==> config.mk <==
export PLATFORM = sky130hd
export DESIGN_NAME = pc_gen_flat
export DESIGN_NICKNAME = d
export VERILOG_FILES = /design/src/rtl/pc_gen_if.sv /design/src/rtl/pc_gen.sv /design/src/flat_wrapper.sv
export SDC_FILE = /design/constraint.sdc
export NUM_CORES = 1
export LEC_CHECK = 0
export BUFFER_PORTS_ARGS = -buffer_cell sky130_fd_sc_hd__buf_2
export CORE_ASPECT_RATIO = 0.7
export CORE_MARGIN = 5
export CORE_UTILIZATION = 50
export DETAILED_ROUTE_END_ITERATION = 16
export HOLD_SLACK_MARGIN = 0.15
export MAX_ROUTING_LAYER = met4
export PLACE_DENSITY = 0.81
export REMOVE_ABC_BUFFERS = 1
export SYNTH_ARGS = -nofsm -noshare
export SYNTH_HDL_FRONTEND = slang
export SYNTH_SLANG_ARGS = --single-unit
==> constraint.sdc <==
create_clock -name clk -period 6.4 [get_ports clk]
set_input_delay 1.28 -clock clk [delete_from_list [all_inputs] [get_ports clk]]
set_output_delay 1.28 -clock clk [all_outputs]
set_load 0.05 [all_outputs]
==> src/rtl/pc_gen_if.sv <==
// pc_gen_if: request/response bundle between the control/branch unit and the
// program-counter generator.
//   master : driven by the control side (stall, handshake, redirects, debug)
//   slave  : the pc_gen side (drives pc, pc_plus, fetch_valid, error report)
// Signals:
//   stall, fetch_ready              - hold / instruction-memory accept
//   branch_taken/branch_target      - conditional branch redirect
//   jump_valid/jump_target          - JAL/JALR redirect
//   trap_valid/trap_vector          - trap redirect
//   halt_req, resume                - debug halt control
//   pc, pc_plus, fetch_valid        - fetch request out
//   misalign_err, err_addr, halted  - status out
interface pc_gen_if #(
  parameter int unsigned XLEN = 32
);
  logic            stall;
  logic            fetch_ready;
  logic            branch_taken;
  logic [XLEN-1:0] branch_target;
  logic            jump_valid;
  logic [XLEN-1:0] jump_target;
  logic            trap_valid;
  logic [XLEN-1:0] trap_vector;
  logic            halt_req;
  logic            resume;
  logic [XLEN-1:0] pc;
  logic [XLEN-1:0] pc_plus;
  logic            fetch_valid;
  logic            misalign_err;
  logic [XLEN-1:0] err_addr;
  logic            halted;

  modport master (
    output stall, fetch_ready, branch_taken, branch_target, jump_valid,
           jump_target, trap_valid, trap_vector, halt_req, resume,
    input  pc, pc_plus, fetch_valid, misalign_err, err_addr, halted
  );

  modport slave (
    input  stall, fetch_ready, branch_taken, branch_target, jump_valid,
           jump_target, trap_valid, trap_vector, halt_req, resume,
    output pc, pc_plus, fetch_valid, misalign_err, err_addr, halted
  );
endinterface

==> src/rtl/pc_gen.sv <==
// pc_gen: program counter generator for the RISC-V core.
// Holds the fetch address and picks the next PC with fixed priority
// trap > jump > branch > sequential. Supports stall, a fetch valid/ready
// handshake, debug halt/resume and misaligned branch/jump target detection.
// Ports:
//   clk  - clock, rising edge
//   rst  - asynchronous active-low reset
//   bus  - pc_gen_if.slave (requests in; pc, pc_plus, fetch_valid,
//          misalign_err, err_addr, halted out)
module pc_gen #(
  parameter int unsigned     XLEN            = 32,
  parameter logic [XLEN-1:0] RESET_VECTOR    = 32'h0000_0000,
  parameter logic [XLEN-1:0] MISALIGN_VECTOR = 32'h0000_0010,
  parameter int unsigned     INC             = 32'd4,
  parameter int unsigned     ALIGN_BITS      = 32'd2
) (
  input logic     clk,
  input logic     rst,
  pc_gen_if.slave bus
);

  localparam logic [XLEN-1:0] ALIGN_MASK = XLEN'((64'd1 << ALIGN_BITS) - 64'd1);
  localparam logic [XLEN-1:0] ZERO       = {XLEN{1'b0}};

  typedef enum logic [1:0] {
    ST_BOOT = 2'd0,
    ST_RUN  = 2'd1,
    ST_HALT = 2'd2
  } state_t;

  state_t          state_r;
  logic [XLEN-1:0] pc_r;
  logic [XLEN-1:0] err_addr_r;
  logic            fetch_valid_r;
  logic            misalign_err_r;
  logic            halted_r;

  logic            redir_s;
  logic [XLEN-1:0] redir_pc_s;
  logic            mis_s;
  logic [XLEN-1:0] mis_addr_s;
  logic [XLEN-1:0] pc_plus_s;

  // True when any of the low ALIGN_BITS of an address are set.
  function automatic logic is_misaligned(input logic [XLEN-1:0] addr);
    return |(addr & ALIGN_MASK);
  endfunction

  assign pc_plus_s = pc_r + XLEN'(INC);

  // Resolve the highest-priority redirect; misaligned jump/branch targets
  // are replaced by MISALIGN_VECTOR and reported instead of loaded.
  always_comb begin
    redir_s    = 1'b0;
    redir_pc_s = pc_r;
    mis_s      = 1'b0;
    mis_addr_s = ZERO;
    if (bus.trap_valid) begin
      redir_s    = 1'b1;
      redir_pc_s = bus.trap_vector & ~ALIGN_MASK;
    end else if (bus.jump_valid) begin
      redir_s = 1'b1;
      if (is_misaligned(bus.jump_target)) begin
        redir_pc_s = MISALIGN_VECTOR;
        mis_s      = 1'b1;
        mis_addr_s = bus.jump_target;
      end else begin
        redir_pc_s = bus.jump_target;
      end
    end else if (bus.branch_taken) begin
      redir_s = 1'b1;
      if (is_misaligned(bus.branch_target)) begin
        redir_pc_s = MISALIGN_VECTOR;
        mis_s      = 1'b1;
        mis_addr_s = bus.branch_target;
      end else begin
        redir_pc_s = bus.branch_target;
      end
    end else begin
      redir_s = 1'b0;
    end
  end

  // BOOT/RUN/HALT state machine with registered pc and status outputs.
  always_ff @(posedge clk or negedge rst) begin
    if (!rst) begin
      state_r        <= ST_BOOT;
      pc_r           <= RESET_VECTOR;
      err_addr_r     <= ZERO;
      fetch_valid_r  <= 1'b0;
      misalign_err_r <= 1'b0;
      halted_r       <= 1'b0;
    end else begin
      // misalign_err is a single-cycle pulse unless re-armed below.
      misalign_err_r <= 1'b0;
      case (state_r)
        ST_BOOT: begin
          // Requests are ignored while booting; pc stays at RESET_VECTOR.
          state_r       <= ST_RUN;
          fetch_valid_r <= 1'b1;
          halted_r      <= 1'b0;
        end
        ST_RUN: begin
          if (redir_s) begin
            pc_r <= redir_pc_s;
            if (mis_s) begin
              err_addr_r     <= mis_addr_s;
              misalign_err_r <= 1'b1;
            end
          end else if (!bus.halt_req && fetch_valid_r && bus.fetch_ready && !bus.stall) begin
            pc_r <= pc_plus_s;
          end
          if (bus.halt_req) begin
            state_r       <= ST_HALT;
            fetch_valid_r <= 1'b0;
            halted_r      <= 1'b1;
          end
        end
        ST_HALT: begin
          // Redirects still land while halted; sequential advance never does.
          if (redir_s) begin
            pc_r <= redir_pc_s;
            if (mis_s) begin
              err_addr_r     <= mis_addr_s;
              misalign_err_r <= 1'b1;
            end
          end
          // resume beats a simultaneous halt_req.
          if (bus.resume) begin
            state_r       <= ST_RUN;
            fetch_valid_r <= 1'b1;
            halted_r      <= 1'b0;
          end
        end
        default: begin
          state_r       <= ST_BOOT;
          pc_r          <= RESET_VECTOR;
          fetch_valid_r <= 1'b0;
          halted_r      <= 1'b0;
        end
      endcase
    end
  end

  assign bus.pc           = pc_r;
  assign bus.pc_plus      = pc_plus_s;
  assign bus.fetch_valid  = fetch_valid_r;
  assign bus.misalign_err = misalign_err_r;
  assign bus.err_addr     = err_addr_r;
  assign bus.halted       = halted_r;

endmodule
==> src/flat_wrapper.sv <==
// flat-port wrapper written by rule: the top's interface ports become plain ports
module pc_gen_flat 
#(
  parameter int unsigned     XLEN            = 32,
  parameter logic [XLEN-1:0] RESET_VECTOR    = 32'h0000_0000,
  parameter logic [XLEN-1:0] MISALIGN_VECTOR = 32'h0000_0010,
  parameter int unsigned     INC             = 32'd4,
  parameter int unsigned     ALIGN_BITS      = 32'd2
)
  (clk, rst, bus_stall, bus_fetch_ready, bus_branch_taken, bus_branch_target, bus_jump_valid, bus_jump_target, bus_trap_valid, bus_trap_vector, bus_halt_req, bus_resume, bus_pc, bus_pc_plus, bus_fetch_valid, bus_misalign_err, bus_err_addr, bus_halted);
  pc_gen_if #(.XLEN(XLEN)) bus_i ();
  input logic clk;
  input logic rst;
  input wire logic [$bits(bus_i.stall)-1:0] bus_stall;
  input wire logic [$bits(bus_i.fetch_ready)-1:0] bus_fetch_ready;
  input wire logic [$bits(bus_i.branch_taken)-1:0] bus_branch_taken;
  input wire logic [$bits(bus_i.branch_target)-1:0] bus_branch_target;
  input wire logic [$bits(bus_i.jump_valid)-1:0] bus_jump_valid;
  input wire logic [$bits(bus_i.jump_target)-1:0] bus_jump_target;
  input wire logic [$bits(bus_i.trap_valid)-1:0] bus_trap_valid;
  input wire logic [$bits(bus_i.trap_vector)-1:0] bus_trap_vector;
  input wire logic [$bits(bus_i.halt_req)-1:0] bus_halt_req;
  input wire logic [$bits(bus_i.resume)-1:0] bus_resume;
  output wire logic [$bits(bus_i.pc)-1:0] bus_pc;
  output wire logic [$bits(bus_i.pc_plus)-1:0] bus_pc_plus;
  output wire logic [$bits(bus_i.fetch_valid)-1:0] bus_fetch_valid;
  output wire logic [$bits(bus_i.misalign_err)-1:0] bus_misalign_err;
  output wire logic [$bits(bus_i.err_addr)-1:0] bus_err_addr;
  output wire logic [$bits(bus_i.halted)-1:0] bus_halted;
  assign bus_i.stall = bus_stall;
  assign bus_i.fetch_ready = bus_fetch_ready;
  assign bus_i.branch_taken = bus_branch_taken;
  assign bus_i.branch_target = bus_branch_target;
  assign bus_i.jump_valid = bus_jump_valid;
  assign bus_i.jump_target = bus_jump_target;
  assign bus_i.trap_valid = bus_trap_valid;
  assign bus_i.trap_vector = bus_trap_vector;
  assign bus_i.halt_req = bus_halt_req;
  assign bus_i.resume = bus_resume;
  assign bus_pc = bus_i.pc;
  assign bus_pc_plus = bus_i.pc_plus;
  assign bus_fetch_valid = bus_i.fetch_valid;
  assign bus_misalign_err = bus_i.misalign_err;
  assign bus_err_addr = bus_i.err_addr;
  assign bus_halted = bus_i.halted;
  pc_gen #(.XLEN(XLEN), .RESET_VECTOR(RESET_VECTOR), .MISALIGN_VECTOR(MISALIGN_VECTOR), .INC(INC), .ALIGN_BITS(ALIGN_BITS)) u_core (.clk(clk), .rst(rst), .bus(bus_i));
endmodule
==> flow_summary.json, run 1 <==
{
  "totalWireLength_mm": 17.3,
  "first_iter_violations": 456,
  "hold_buffers": 0,
  "synth-compound-area-share": 0.266,
  "setup-violations-final": 0,
  "ir_worst_vdd_mv": 0.360,
  "slew_viol_final": 0,
  "wl_per_cell_um": 19.8,
  "drc": 0,
  "slew-limit-headroom": 0.383,
  "m1WireLength_mm": 7.40,
  "power_leakage_nw": 3.09,
  "synth_area_leaders": "dfrtp_1 (35%), o21ai_0 (8.4%), a22oi_1 (8.1%)",
  "power_density_mw_per_mm2": 497,
  "cts_max_level": 3,
  "clk_latency_ps": 340,
  "cts_tree": "built",
  "reg2reg_to": "u_core.bus.pc[13]$_DFFE_PN0P_",
  "fmax_ghz": 0.254,
  "antenna_cells": 0,
  "synth_top_family_by_area": "compound AO/OA/AOI/OAI gates",
  "fin_skew_ps": 5.42,
  "top_layer": "met4",
  "synth.distinct_cells": 57,
  "syn_to_final_growth_pct": 26.9,
  "cp-end-kind": "output pin",
  "reg2reg_from": "u_core.state_r[0]$_DFFE_PN0P_",
  "status": "completed",
  "drv_cap": 0,
  "fin_setup_tns_ps": 0,
  "clk_pin_slew_ps": 60,
  "cts-root-buf": "clkbuf_16",
  "cts_made_buffers": 9,
  "grt_pass1_vias": 5265,
  "start_kind": "flip-flop",
  "layout-drive-gt1-share": 0.320,
  "clk_path_buf_depth": 2,
  "cp_max_fo": 7,
  "synthAdderAreaFrac": 0.0104,
  "holdPathEnd": "u_core.bus.err_addr[28]$_DFFE_PN0P_",
  "rsz0062_at_grt": "false",
  "synthSimpleGateAreaFrac": 0.197,
  "via_count": 5306,
  "io_buffers": 201,
  "synth_seq_cells": 67,
  "ff2ff_path_depth": 6,
  "postCtsSetupBuffers": 0,
  "worst_pin_slew_ps": 925,
  "worstHoldStart": "u_core.bus.err_addr[28]$_DFFE_PN0P_",
  "fin_crit_ps": 3940,
  "hold_path.class": "flip-flop to flip-flop",
  "firstDrtPassIters": 5,
  "synth_xor_area_frac": 0.0457,
  "antenna_found_initial": 0,
  "r2r_slack_ps": 3370,
  "grt_pass1_wl_mm": 27.6,
  "synthMuxAreaShare": 0.0647,
  "wl_met3_mm": 1.73,
  "arrival_ps": 2660,
  "antenna_left": 0,
  "yosysWarningCount": 0,
  "wl_met2_mm": 7.90,
  "holdPathStages": 2,
  "routabilityCongestion": 0.936,
  "die_h_um": 91.9,
  "rows": 29,
  "grt_use_total": 0.300,
  "synth_largest_area_cell": "dfrtp_1",
  "finalNetCount": 853,
  "period_share": 0.616,
  "grt_max_degree": 68,
  "start_util": 0.520,
  "syn_inst": 575,
  "totalPowerFinal_w": 0.00302,
  "clkSinkCount": 67,
  "dpl.hpwl_mm": 12.0,
  "synth-async-reset-ratio": 1.00,
  "grt-ovfl-total": 0,
  "syn_area_mm2": 0.00479,
  "cts_resized": 0,
  "synthFlopType": "dfrtp_1",
  "ys_seq_area_frac": 0.350,
  "cp.required_ps": 5120,
  "die_x_um": 127,
  "core_area_mm2": 0.00922,
  "fillerInstances": 809,
  "fp.dieArea_mm2": 0.0117,
  "synth-edff-count": 0,
  "via_per_inst": 6.08,
  "ioPinCount": 204,
  "postSynthAreaPerCell_um2": 8.34,
  "hold_viol": 0,
  "critical_path_class": "flip-flop to output pin",
  "yosys.area.top_type_share": 0.350
}
metrics by stage:
stage	worst slack [ps]	utilization	cell area, µm²	instances	hold WS, ps
CTS	2460	0.660	6080	872	477
global route	2290	0.660	6080	872	489
global placement	2860	0.626	5770	857	457
finish	2460	0.660	6080	872	474
detailed placement	2790	0.626	5770	857	465
floorplan	1940	-	4520	524	748
logic make-up (layout without fill, tap and decap cells):
group	Yosys count	count (layout)
flops	67	67
fa+ha+maj	4	4
simple gates	189	189
xor+xnor	25	25
buf+inv	62	235
compound gates	197	197
mux	31	31
power by group:
part	switching [W]	internal (W)	total, W
clock	0.000188	0.000350	0.000538
combinational	0.00131	0.000396	0.00171
sequential	0.000198	0.000576	0.000774
total	0.00170	0.00132	0.00302
flip-flops by register name, indices dropped and copies added, names as in the netlist:
register and flops:
u_core.bus.misalign_err 1, u_core.state_r 1, u_core.bus.halted 1, u_core.bus.err_addr 32, u_core.bus.pc 32
layout make-up:
type | count | area, µm² | share of cell area
Multi-Input combinational cell | 446 | 2830 | 0.465
Tap cell | 124 | 155 | 0.0255
Timing Repair Buffer | 209 | 1070 | 0.176
Clock buffer | 13 | 250 | 0.0412
Clock inverter | 2 | 60.1 | 0.00988
Sequential cell | 67 | 1680 | 0.276
Inverter | 11 | 41.3 | 0.00679
synth_stat cells, types with 3 or more instances:
| master | n |
|---|---|
| clkbuf_2 | 3 |
| nor3_1 | 6 |
| a21oi_1 | 23 |
| nand2_1 | 84 |
| clkbuf_8 | 5 |
| inv_1 | 11 |
| nor2_1 | 45 |
| or2_2 | 3 |
| nor2b_1 | 5 |
| a221o_1 | 10 |
| ha_1 | 4 |
| xor2_1 | 9 |
| buf_4 | 3 |
| and3_1 | 5 |
| a22oi_1 | 52 |
| buf_2 | 10 |
| mux2i_1 | 31 |
| o221ai_1 | 6 |
| clkbuf_1 | 27 |
| xnor2_1 | 16 |
| nand2b_1 | 3 |
| nand4_1 | 7 |
| a221oi_1 | 4 |
| dfrtp_1 | 67 |
| o21ai_0 | 80 |
| o311ai_0 | 5 |
| nand3_1 | 5 |
| nor3b_1 | 3 |
| or3_1 | 3 |
routing by layer:
layer	global-route usage	vias to the layer above
li1	-	2431
met1	0.402	2545
met2	0.452	302
met3	0.0679	28
met4	0.100	0
met5	-	-
cell usage in the layout (no fill, tap or decap), types with 3 or more instances in the layout:
master,Yosys,layout
clkbuf_16,0,9
buf_2,10,200
nor2_1,45,45
or3_1,3,3
nand2_1,84,84
nor2b_1,5,5
mux2i_1,31,31
a22oi_1,52,52
nand2b_1,3,3
xor2_1,9,9
nor3b_1,3,3
nand3_1,5,5
a221o_1,10,10
and3_1,5,5
xnor2_1,16,16
ha_1,4,4
clkbuf_1,27,3
inv_1,11,11
o21ai_0,80,80
a221oi_1,4,4
o311ai_0,5,5
dfrtp_1,67,67
or2_2,3,3
a21oi_1,23,23
nor3_1,6,6
buf_4,3,9
o221ai_1,6,6
nand4_1,7,7
worst max path at each step:
stage          slack [ps]                    startpoint                            endpoint
6_report             2460  u_core.bus.pc[2]$_DFFE_PN0P_                     bus_pc_plus[24]
5_1_grt              2290  u_core.bus.pc[4]$_DFFE_PN0P_                     bus_pc_plus[25]
4_1_cts              2460  u_core.bus.pc[4]$_DFFE_PN0P_                     bus_pc_plus[25]
3_5_place_dp         2790              bus_branch_taken       u_core.bus.pc[16]$_DFFE_PN0P_
3_3_place_gp         2860  u_core.bus.pc[4]$_DFFE_PN0P_                     bus_pc_plus[25]
2_1_floorplan        1940          bus_branch_target[0]  u_core.bus.err_addr[0]$_DFFE_PN0P_
critical path, stage by stage (launching register included):
cell and delay, ps:
dfrtp_1 470, ha_1 300, nand2_1 190, nor4_4 400, nand2_1 240, nor2_1 270, xor2_1 170, buf_2 280
Note: power is estimated with default switching activity, not from simulation.
==> run 2: changes to the inputs <==
CORE_UTILIZATION = 44   (was 50)
PLACE_DENSITY = 0.76   (was 0.81)
clock period = 3.59 ns   (was 6.4 ns; I/O delays follow)
==> run 2 against run 1 <==
  * Sequential power grew 78%
  * Count of clock-buffer cells in the layout is 3 lower
  * Global-route usage fell by 3.9 points
  * Die area up 12%
==> flow_summary.json, run 2 (synthesis gave the netlist of run 1 again) <==
{
  "critical_path.top_delay_family": "simple AND/OR/NAND/NOR gates",
  "ir_worst_vdd_mv": 0.590,
  "fmax_ghz": 0.296,
  "critical_path_class": "flip-flop to output pin",
  "final_common_cell": "buf_2",
  "ioPinCount": 204,
  "layout_common_cells": "buf_2 (200), nand2_1 (84), o21ai_0 (80)",
  "hold_ws_ps": 477,
  "clk_latency_ps": 340,
  "hold_buffers": 0,
  "cp_max_fo": 7,
  "die_x_um": 135,
  "finalNetCount": 860,
  "switching_power_w": 0.00303,
  "start_util": 0.456,
  "setup-violations-final": 0,
  "finalWorstSetupSlack_ps": 210,
  "antenna_found_initial": 0,
  "status": "completed",
  "period_share": 0.942,
  "slew_viol_final": 0,
  "grt-ovfl-total": 0,
  "clkSinkCount": 67,
  "p_sw_frac": 0.561,
  "via_per_inst": 5.78,
  "fin_cells": 904,
  "syn_to_final_growth_pct": 29.2,
  "cp.required_ps": 2870,
  "clk_pin_slew_ps": 60,
  "crit_slowest_cell": "dfrtp_1",
  "rows": 31,
  "layout-drive-gt1-share": 0.331,
  "fin_skew_ps": 7.48,
  "antenna_cells": 0,
  "cts_tree": "built",
  "grt_use_total": 0.261,
  "grt_max_degree": 68,
  "cp-end-kind": "output pin",
  "clock_power_share": 0.182,
  "io_buffers": 201,
  "crit_path_frequent_cell": "nand2_1",
  "firstDrtPassIters": 5,
  "hold_path.class": "flip-flop to flip-flop",
  "seqPwrFrac": 0.255,
  "clk_path_buf_depth": 2,
  "via_count": 5222,
  "critPathMaxStageDelay_ps": 480,
  "fp.dieArea_mm2": 0.0131,
  "rsz0062_at_grt": "false",
  "antenna_left": 0,
  "internal_power_w": 0.00237,
  "die_h_um": 97.3,
  "combPwrFrac": 0.563,
  "start_kind": "flip-flop",
  "grt_pass1_wl_mm": 26.9,
  "drc": 0,
  "dpl.cell_count": 887,
  "totalWireLength_mm": 17.2,
  "fin_crit_ps": 3380,
  "hold_viol": 0,
  "crit_chain": "ha_1, nand2_1, nor4_4, buf_4, nand2_1, nor2_1, xor2_1, buf_2",
  "cts-root-buf": "clkbuf_16",
  "cts_made_buffers": 9,
  "power_density_mw_per_mm2": 873,
  "critPathBufInv": 2,
  "dpl.hpwl_mm": 12.6,
  "grt_pass1_vias": 5060,
  "slew-limit-headroom": 0.349,
  "wl_per_cell_um": 19.0,
  "first_iter_violations": 462,
  "fillerInstances": 985,
  "core_area_mm2": 0.0105,
  "routabilityCongestion": 0.888,
  "arrival_ps": 2660,
  "worst_pin_slew_ps": 969,
  "power_leakage_nw": 3.14,
  "preCtsSetupSlack_ps": 572,
  "drv_cap": 0,
  "cts_max_level": 3
}
## run 2: cell types whose count changed in the layout (fill, tap and decap cells not counted), sizes merged
cell | before | now
clkbuf | 13 | 10
clkinv | 0 | 2
buf | 209 | 216
clkinvlp | 0 | 2
## run 2: worst paths after layout
check	from	endpoint	slack [ps]	depth (start not counted)
max in group asynchronous	rst	u_core.bus.pc[24]$_DFFE_PN0P_	2460	1
min in group asynchronous	rst	u_core.bus.err_addr[6]$_DFFE_PN0P_	490	1
min reg2reg	u_core.bus.err_addr[24]$_DFFE_PN0P_	u_core.bus.err_addr[24]$_DFFE_PN0P_	480	2
min	u_core.bus.err_addr[24]$_DFFE_PN0P_	u_core.bus.err_addr[24]$_DFFE_PN0P_	480	2
max	u_core.bus.pc[2]$_DFFE_PN0P_	bus_pc_plus[24]	210	8
max reg2reg	u_core.state_r[0]$_DFFE_PN0P_	u_core.bus.pc[30]$_DFFE_PN0P_	800	7
## run 2: area by class of cell
cell class	count	area [µm²]	share of cell area
Sequential cell	67	1680	0.271
Clock inverter	6	88.8	0.0143
Tap cell	148	185	0.0299
Clock buffer	10	239	0.0386
Inverter	11	41.3	0.00667
Multi-Input combinational cell	446	2830	0.457
Timing Repair Buffer	216	1130	0.183
## run 2: routing by layer
metal | global-route usage | vias to the layer above | part of all wire
met5 | - | - | 0
met4 | 0.0595 | 0 | 0.010
met3 | 0.0637 | 21 | 0.093
met2 | 0.397 | 265 | 0.44
met1 | 0.353 | 2477 | 0.45
li1 | - | 2459 | -
## run 2: power groups by stage
stage	logic (W)	registers, W	clock network (W)
2_1_floorplan	0.00125	0.00228	0
5_1_grt	0.00322	0.00143	0.00103
4_1_cts	0.00305	0.00137	0.000996
6_report	0.00304	0.00138	0.000984
3_3_place_gp	0.00301	0.00136	0
3_5_place_dp	0.00304	0.00138	0
## run 2: stage by stage
step	TNS, ps	util	cell area [µm²]	power [W]
2_1_floorplan	-9890	-	4520	0.00353
3_3_place_gp	0	0.557	5860	0.00438
3_5_place_dp	0	0.557	5860	0.00443
4_1_cts	0	0.589	6190	0.00542
5_1_grt	0	0.589	6190	0.00568
6_report	0	0.589	6190	0.00541
## run 2: worst min-delay path, delay by kind of cell (launching register included)
family	cells	cell delay, ps
compound gates	1	60
flops	1	340
simple gates	1	40
## run 2: repair_timing
action / in CTS / in global routing
endpoints found under the setup margin: 0 / 1
resized for setup: 0 / 0
setup buffers: 0 / 1
